[src/rtl/mem_port_arbiter.sv]
// Arbitrates LC-3b fetch and data ports onto one physical memory port.
// Data has priority; a saturating streak counter bounds fetch starvation.
module mem_port_arbiter #(
  parameter int unsigned WIDTH        = 16,
  parameter int unsigned MAX_D_STREAK = 2
) (
  input  logic             clk,
  input  logic             rst_n,

  input  logic             instr_read,
  input  logic [WIDTH-1:0] instr_address,
  output logic [WIDTH-1:0] instr_rdata,
  output logic             instr_resp,

  input  logic             mem_read,
  input  logic             mem_write,
  input  logic [1:0]       mem_byte_enable,
  input  logic [WIDTH-1:0] mem_address,
  input  logic [WIDTH-1:0] mem_wdata,
  output logic [WIDTH-1:0] mem_rdata,
  output logic             mem_resp,

  output logic             pmem_read,
  output logic             pmem_write,
  output logic [1:0]       pmem_byte_enable,
  output logic [WIDTH-1:0] pmem_address,
  output logic [WIDTH-1:0] pmem_wdata,
  input  logic [WIDTH-1:0] pmem_rdata,
  input  logic             pmem_resp
);

  localparam int unsigned STREAK_W   = 2;
  localparam logic [STREAK_W-1:0] STREAK_SAT = '1;

  typedef enum logic [1:0] {
    IDLE   = 2'd0,
    I_BUSY = 2'd1,
    D_BUSY = 2'd2,
    RESP   = 2'd3
  } state_t;

  state_t               state;
  logic [STREAK_W-1:0]  streak;
  logic                 data_req_c;
  logic                 streak_ok_c;
  logic                 data_win_c;

  // Data wins unless it has already taken MAX_D_STREAK grants past a waiting fetch.
  assign data_req_c  = mem_read | mem_write;
  assign streak_ok_c = (32'(streak) < MAX_D_STREAK);
  assign data_win_c  = data_req_c & (streak_ok_c | ~instr_read);

  always_ff @(posedge clk or negedge rst_n) begin
    if (!rst_n) begin
      state            <= IDLE;
      streak           <= '0;
      instr_rdata      <= '0;
      instr_resp       <= 1'b0;
      mem_rdata        <= '0;
      mem_resp         <= 1'b0;
      pmem_read        <= 1'b0;
      pmem_write       <= 1'b0;
      pmem_byte_enable <= 2'b00;
      pmem_address     <= '0;
      pmem_wdata       <= '0;
    end else begin
      instr_resp <= 1'b0;
      mem_resp   <= 1'b0;
      case (state)
        IDLE: begin
          if (data_win_c) begin
            pmem_address     <= mem_address;
            pmem_wdata       <= mem_wdata;
            pmem_byte_enable <= mem_byte_enable;
            pmem_write       <= mem_write;
            pmem_read        <= mem_read & ~mem_write;
            if (instr_read) begin
              streak <= (streak == STREAK_SAT) ? streak : streak + STREAK_W'(1);
            end else begin
              streak <= '0;
            end
            state <= D_BUSY;
          end else if (instr_read) begin
            pmem_address     <= instr_address;
            pmem_read        <= 1'b1;
            pmem_write       <= 1'b0;
            pmem_byte_enable <= 2'b11;
            streak           <= '0;
            state            <= I_BUSY;
          end
        end

        I_BUSY: begin
          if (pmem_resp) begin
            pmem_read   <= 1'b0;
            pmem_write  <= 1'b0;
            instr_rdata <= pmem_rdata;
            instr_resp  <= 1'b1;
            state       <= RESP;
          end
        end

        D_BUSY: begin
          // The latched read strobe tells a load from a store.
          if (pmem_resp) begin
            if (pmem_read) begin
              mem_rdata <= pmem_rdata;
            end
            pmem_read  <= 1'b0;
            pmem_write <= 1'b0;
            mem_resp   <= 1'b1;
            state      <= RESP;
          end
        end

        RESP: begin
          state <= IDLE;
        end

        default: begin
          state <= IDLE;
        end
      endcase
    end
  end

endmodule

[config.mk]
export PLATFORM = sky130hd
export DESIGN_NAME = mem_port_arbiter
export DESIGN_NICKNAME = d
export VERILOG_FILES = /design/src/rtl/mem_port_arbiter.sv
export SDC_FILE = /design/constraint.sdc
export NUM_CORES = 1
export LEC_CHECK = 0
export CAP_MARGIN = 0
export CORE_ASPECT_RATIO = 1.5
export CORE_MARGIN = 3
export CORE_UTILIZATION = 35
export DETAILED_ROUTE_END_ITERATION = 8
export HOLD_SLACK_MARGIN = 0.06
export PLACE_DENSITY = 0.81
export SYNTH_ARGS = -nofsm -noshare
export SYNTH_HDL_FRONTEND = slang
export SYNTH_SLANG_ARGS = --single-unit
[constraint.sdc]
create_clock -name clk -period 2.45 [get_ports clk]
set_input_delay 0.245 -clock clk [delete_from_list [all_inputs] [get_ports clk]]
set_output_delay 0.245 -clock clk [all_outputs]
set_load 0.005 [all_outputs]
# Word level (Yosys, flattened, before mapping)
# Cells that the tools add are included.
# op_classes
muxes,22
magnitude_cmp,1
addsub,1
n_bitwise,6
reduce_logical,11
eq_ne,7
# op_table
op,count
$mux W16,2
$mux W2,9
$reduce_and A3 Y1,3
$mux W1,8
$reduce_and A2 Y1,4
$eq A2 B2 Y1 const B,3
$ne A3 B3 Y1 const B,2
$pmux W2 S3,1
$pmux W1 S2,2
$reduce_bool A2 Y1,2
$add A2 B1 Y2 const B,1
$and A1 B1 Y1,2
$eq A2 B1 Y1 const B,1
$logic_not A2 Y1,1
$lt A2 B2 Y1 const B,1
$ne A2 B1 Y1 const B,1
$not A1 Y1,2
$or A1 B1 Y1,2
$reduce_or A2 Y1,1
# totals
inputBits,72
word_cells,59
reg_bits,74

# Longest topological paths before layout
# Gate-level depths: netlist of the first run.
# depth
depth_word,5
mapped_depth,6

# Worst setup path after synthesis of the first run
# OpenSTA, ideal clock, no wires.
# synth_path
path_type,reg2reg
start,reg state[0]
end,reg pmem_wdata[0]
period_less_slack_ns,1.679
path_stages_with_launch,7
required_ns,2.325
path_buffers,1
slack_ns,0.771
setup_ns,0.125
arrival_time_ns,1.554
path_cell_list,dfrtp_1 -> inv_1 -> ha_1 -> o21ai_2 -> a21oi_4 -> buf_6 -> mux2_2
# synth_between
elab_chain_len,2
# synth_rtl
item,line_no,text
"start, declared",42,state_t state;
"start signal, assigned",55,state <= IDLE;
"start signal, assigned",82,state <= D_BUSY;
"start signal, assigned",89,state <= I_BUSY;
$logic_not A2 Y1,69,case (state)
$reduce_and A2 Y1 (no line),n/a,
"end signal, assigned",73,pmem_wdata <= mem_wdata;
"end, declared",27,"output logic [WIDTH-1:0] pmem_wdata,"
# Every way passes these cells.
# A chain may end at the register's enable or synchronous reset.

# Worst setup path after layout of the first run
# layout_path
start,reg state[0]
end,reg pmem_wdata[8]
# The elaborated chain is that of the path after synthesis.

==> results of run 1 <==
-- cells in the final DEF, fill, tap and decap left out, types with 2 or more instances in the layout --
cell / instances
mux2_2: 51
clkbuf_16: 9
o41ai_1: 2
buf_4: 5
inv_1: 7
nand2_1: 21
mux2i_1: 19
inv_6: 2
clkdlybuf4s50_1: 140
a21oi_1: 5
dfrtp_1: 74
clkinv_4: 2
o21ai_0: 16
nor2b_1: 3
ha_1: 6
-- through the flow --
step,utilization (%),hold slack (ns)
finish,57.7,0.0525
global route,57.7,0.126
floorplan,-,-0.0506
detailed placement,54.2,0.439
global placement,54.2,0.433
CTS,57.7,0.0838
-- path summary, 6_finish.rpt --
path	slack (ns)	cells past startpoint	from	end
worst max-delay path	0.49	5	state[0]	pmem_wdata[8]
worst min-delay path	0.05	1	rst_n	mem_rdata[9]
worst max register to register	0.49	5	state[0]	pmem_wdata[8]
worst min register to register	0.48	2	pmem_address[14]	pmem_address[14]
max in group asynchronous	1.80	1	rst_n	pmem_wdata[13]
min in group clk	0.46	3	mem_byte_enable[0]	pmem_byte_enable[0]
-- per-layer routing --
layer / up-vias / part of all wire [%] / track usage [%]
met5: - / 0 / 0
met4: 0 / 1.3 / 5.52
met3: 7 / 5.4 / 5.30
met2: 72 / 58 / 28.7
met1: 1110 / 35 / 14.4
li1: 1075 / - / -
-- kinds of logic after synthesis --
kind of cell / after synthesis
buffers and inverters: 16
and+or+nand+nor: 30
muxes: 70
AOI/OAI and AO/OA: 28
adders and majority gates: 6
DFF: 74
-- worst max-delay path, stage by stage, from the launching register on --
cell	delay [ns]
dfrtp_1	0.40
inv_1	0.13
ha_1	0.31
o21ai_2	0.12
a21oi_4	0.48
mux2_2	0.41
-- report_power, final --
part	switching (W)	internal, W
Sequential	0.000337	0.00183
Clock	0.000502	0.000796
Combinational	0.000886	0.00170
-- sequential cells by signal, summed over array words and instances (netlist names) --
name and cells:
instr_rdata 16, mem_rdata 16, pmem_address 16, pmem_wdata 16, pmem_byte_enable 2, state 2
streak 2, instr_resp 1, mem_resp 1, pmem_read 1, pmem_write 1
-- area by class of cell --
class	instances	share of cell area [%]
clock buffer	9	4.58
sequential	74	37.7
multi-input combinational	134	23.7
timing repair buffer	145	29.3
inverter	7	0.534
clock inverter	7	1.58
tap	107	2.72
==> out/results.ini, run 1 <==
[worst_hold_path]
hold_class = input pin to async pin

[routing]
drtAntennaViolNets = 0
route.detailed.drc = 0
vias = 2264
drtIter0Drc = 66
viasPerCell = 4.69
routed_wl_um = 7270
dr.pass1.iters = 4
drt-wirelength-per-cell_um = 15.0

[floorplan]
fp.dieW_um = 82.8
ioPinCount = 142
num_rows = 41
fp.coreArea_um2 = 8520
die_area_um2 = 10000
initial_core_util_pct = 36.4
die_y_um = 121

[place]
place_area_um2 = 4610
dp_slack_ns = 0.393
dp_hpwl_um = 5430
port_buffers = 141
placed_cells = 467
gp_congestion = 0.738

[clock_network]
cts_htree_levels = 3
cts_buffers = 9
cts_setup_buffers = 0
cts_tree = built
cts-resized-gates = 0
clk_path_buf_depth = 2
clockRootBuffer = clkbuf_16
path_clk_slew_ns = 0.06
cts_num_sinks = 74
postCtsHoldBufs = 0
clock_latency_ns = 0.33

[power]
leakagePower_nw = 2.11
finalPower_w = 0.00605
power_density_nw_per_um2 = 1230
peakVddDrop_uv = 659

[synth]
yosys_warnings = 0
avgSynthCellArea_um2 = 13.8
synth_nets = 302
synth_fa_ha_area_share_pct = 2.42
yosysSeqAreaShare_pct = 59.8
synthMuxAreaShare_pct = 24.7
netlist_instances = 224
synth_xor_area_share_pct = 0
synth-seq-cells = 74
post-synth-top-area-fraction_pct = 59.8
synth_area_leader_cell = dfrtp_1
synth.cell_area_um2 = 3100
synth_top_family_by_area = multiplexers
synth_compound_area_share_pct = 5.70
synth_edf_count = 0
synth_flop_cell = dfrtp_1
ys_top_cells_by_area = dfrtp_1 (60%), mux2_2 (19%), mux2i_1 (6.1%)
ys_types = 26
synth_async_sr_flop_share_pct = 100
synth_common_cells = dfrtp_1 (74), mux2_2 (51), nand2_1 (21), mux2i_1 (19), o21ai_0 (16)
yosysMostFrequentCell = dfrtp_1
synthSimpleGateAreaFrac_pct = 4.28

[finish]
insertedDiodeCount = 0
multiInputGateArea_um2 = 1160
regArea_um2 = 1850
layout-drive-gt1-share_pct = 20.2
final_nets = 449
final_area_um2 = 4920
fill_cells = 723
area_growth_syn_to_layout_pct = 58.8
final_cell_count_no_fill = 483

[global_route]
grt_usage_pct = 14.9
antenna_found_initial = 0
overflow = 0
grt_max_degree = 75
grt_first_pass_wirelength_um = 11800
first_global_vias = 2452

[worst_setup_path]
cp-start-kind = flip-flop
arrival_ns = 2.17
critical_path_class = flip-flop to flip-flop
path_max_fanout = 18
endpoint_kind = flip-flop
worstPathRequired_ns = 2.66

[timing]
max_slew_margin_pct = 38.7
setup_violations = 0
setup_tns_ns = 0
hold_violations = 0
max_freq_ghz = 0.509
worstMarginPinSlew_ns = 0.919
final_max_slew_viol_count = 0
fin_ws_ns = 0.487
final.period_utilization_pct = 80.1
fin_worst_skew_ns = 0.00644
grt_setup_unrepaired = no
min_period_ns = 1.96

[run_status]
status = complete, no violations

[job]
cap_violations = 0

No activity file was read; power rests on OpenSTA's default activity.
==> run 2, diff against run 1 <==
PLACE_DENSITY = 0.83   (was 0.81)
clock period = 1.58 ns   (was 2.45 ns; I/O delays follow)
==> out/results.ini, run 2 (synthesized netlist as in run 1, its figures left out) <==
[run_status]
status = complete, no violations

[routing]
drtAntennaViolNets = 0  ; unchanged
viasPerCell = 4.69  ; about the same
drt-wirelength-per-cell_um = 15.4  ; +2.5%
drtIter0Drc = 41  ; -38%
route.detailed.drc = 0  ; unchanged
routed_wl_um = 7730  ; +6.3%
vias = 2350  ; +3.8%
dr.pass1.iters = 4  ; unchanged

[timing]
hold_violations = 0  ; unchanged
fin_ws_ns = 0.0242  ; -0.463 ns
grt_setup_unrepaired = yes
max_freq_ghz = 0.643  ; +26%
final.period_utilization_pct = 98.5  ; +18 points
min_period_ns = 1.56  ; -0.407 ns
setup_violations = 0  ; unchanged
fin_worst_skew_ns = 0.00417  ; -0.00227 ns
final_max_slew_viol_count = 0  ; unchanged
whs_ns = 0.338  ; +0.286 ns
max_slew_margin_pct = 66.6  ; +28 points
worstMarginPinSlew_ns = 0.501  ; -0.418 ns

[finish]
post-route-util_pct = 61.1  ; +3.3 points
final_nets = 468  ; +4.2%
area_growth_syn_to_layout_pct = 67.9
final_cell_count_no_fill = 501  ; +3.7%
layout_commonest_cell = clkdlybuf4s50_1
layout-drive-gt1-share_pct = 25.4  ; +5.2 points
insertedDiodeCount = 0  ; unchanged
final_cell_mix = clkdlybuf4s50_1 (140), dfrtp_1 (74), mux2_2 (47), mux2i_1 (19), nand2_1 (19)

[worst_setup_path]
cp-start-kind = flip-flop
worstPathRequired_ns = 1.79  ; -0.87 ns
arrival_ns = 1.76  ; -0.41 ns
critical_path.startpoint = state[1]
r2r-start = state[1]
critical_path_class = flip-flop to flip-flop
path_max_fanout = 18  ; unchanged
reg2reg_slack_ns = 0.02  ; -0.46 ns
endpoint_kind = flip-flop

[global_route]
overflow = 0  ; unchanged
first_global_vias = 2594  ; +5.8%
grt_usage_pct = 15.5  ; +0.54 points
grt_max_degree = 39  ; -48%
grt_first_pass_wirelength_um = 12300  ; +4.6%
antenna_found_initial = 0  ; unchanged

[worst_hold_path]
hold_class = input pin to async pin

[clock_network]
cts_tree = built
cts_htree_levels = 3  ; unchanged
clk_path_buf_depth = 2  ; unchanged
clock_latency_ns = 0.32  ; about the same
cts_num_sinks = 74  ; unchanged
cts_buffers = 9  ; unchanged
path_clk_slew_ns = 0.05  ; about the same
clockRootBuffer = clkbuf_16

[floorplan]
fp.dieW_um = 82.8  ; unchanged
die_area_um2 = 10000  ; unchanged
die_y_um = 121  ; unchanged
num_rows = 41  ; unchanged
fp.coreArea_um2 = 8520  ; unchanged
initial_core_util_pct = 36.4  ; unchanged
ioPinCount = 142  ; unchanged

[place]
port_buffers = 141  ; unchanged
placed_cells = 482  ; +3.2%
dp_slack_ns = -0.158  ; -0.551 ns
gp_congestion = 0.766  ; +3.8%
dp_hpwl_um = 5810  ; +7.0%

[job]
cap_violations = 0  ; unchanged

[power]
power_density_nw_per_um2 = 1910  ; +55%
peakVddDrop_uv = 902  ; +37%
leakagePower_nw = 2.25  ; +7.1%

run 2: changes by cell type in the layout (fill, tap and decap cells not counted), sizes merged:
cell / before / now
buf: 5 / 22
clkbuf: 9 / 14
clkinv: 3 / 1
inv: 9 / 7
clkinvlp: 1 / 0
dlygate4sd3: 0 / 1
run 2: final timing paths:
path | to | cells past startpoint
min | pmem_wdata[4] | 2
max reg2reg | pmem_wdata[5] | 6
max | pmem_wdata[5] | 6
min in group clk | pmem_byte_enable[1] | 3
min reg2reg | pmem_address[13] | 2
max in group asynchronous | mem_rdata[4] | 3
run 2: what timing repair did:
| action | CTS | global route |
|---|---|---|
| hold buffers | 1 | 0 |
| setup buffers | 0 | 2 |
| resized for setup | 0 | 9 |
| hold endpoints to repair | 36 | 0 |
| setup endpoints to repair | 0 | 20 |
run 2: power by group:
group,switching (W),internal [W]
logic,0.00150,0.00302
registers,0.000518,0.00284
clock network,0.000717,0.00134
total,0.00273,0.00720
run 2: critical path, cell delays in order (launching register included):
cell and delay (ns):
dfrtp_1 0.42, inv_2 0.09, ha_4 0.16, o21ai_4 0.08, a21oi_4 0.16, buf_12 0.18, mux2_2 0.35
run 2: final cells by class:
class                      count  area (um2)
clock inverter                 2        35.0
timing repair buffer         164        1660
inverter                       7        26.3
clock buffer                  13         270
fill                         722        3320
sequential                    74        1850
multi-input combinational    134        1220
tap                          107         134
run 2: stage by stage:
| step | power (W) | area (um2) | setup TNS, ns |
|---|---|---|---|
| after floorplan | 0.00516 | 3120 | 0 |
| after global placement | 0.00762 | 4810 | -2.52 |
| after detailed placement | 0.00781 | 4810 | -4.35 |
| after CTS | 0.00992 | 5120 | 0 |
| after global routing | 0.0106 | 5200 | -0.0820 |
| final | 0.00993 | 5200 | 0 |
run 2: metal layers:
layer | wire (um) | track usage [%] | vias to the layer above
met5 | 0 | 0 | -
met4 | 128 | 6.54 | 0
met3 | 473 | 4.69 | 12
met2 | 4440 | 29.9 | 93
met1 | 2680 | 15.0 | 1134
li1 | - | - | 1111
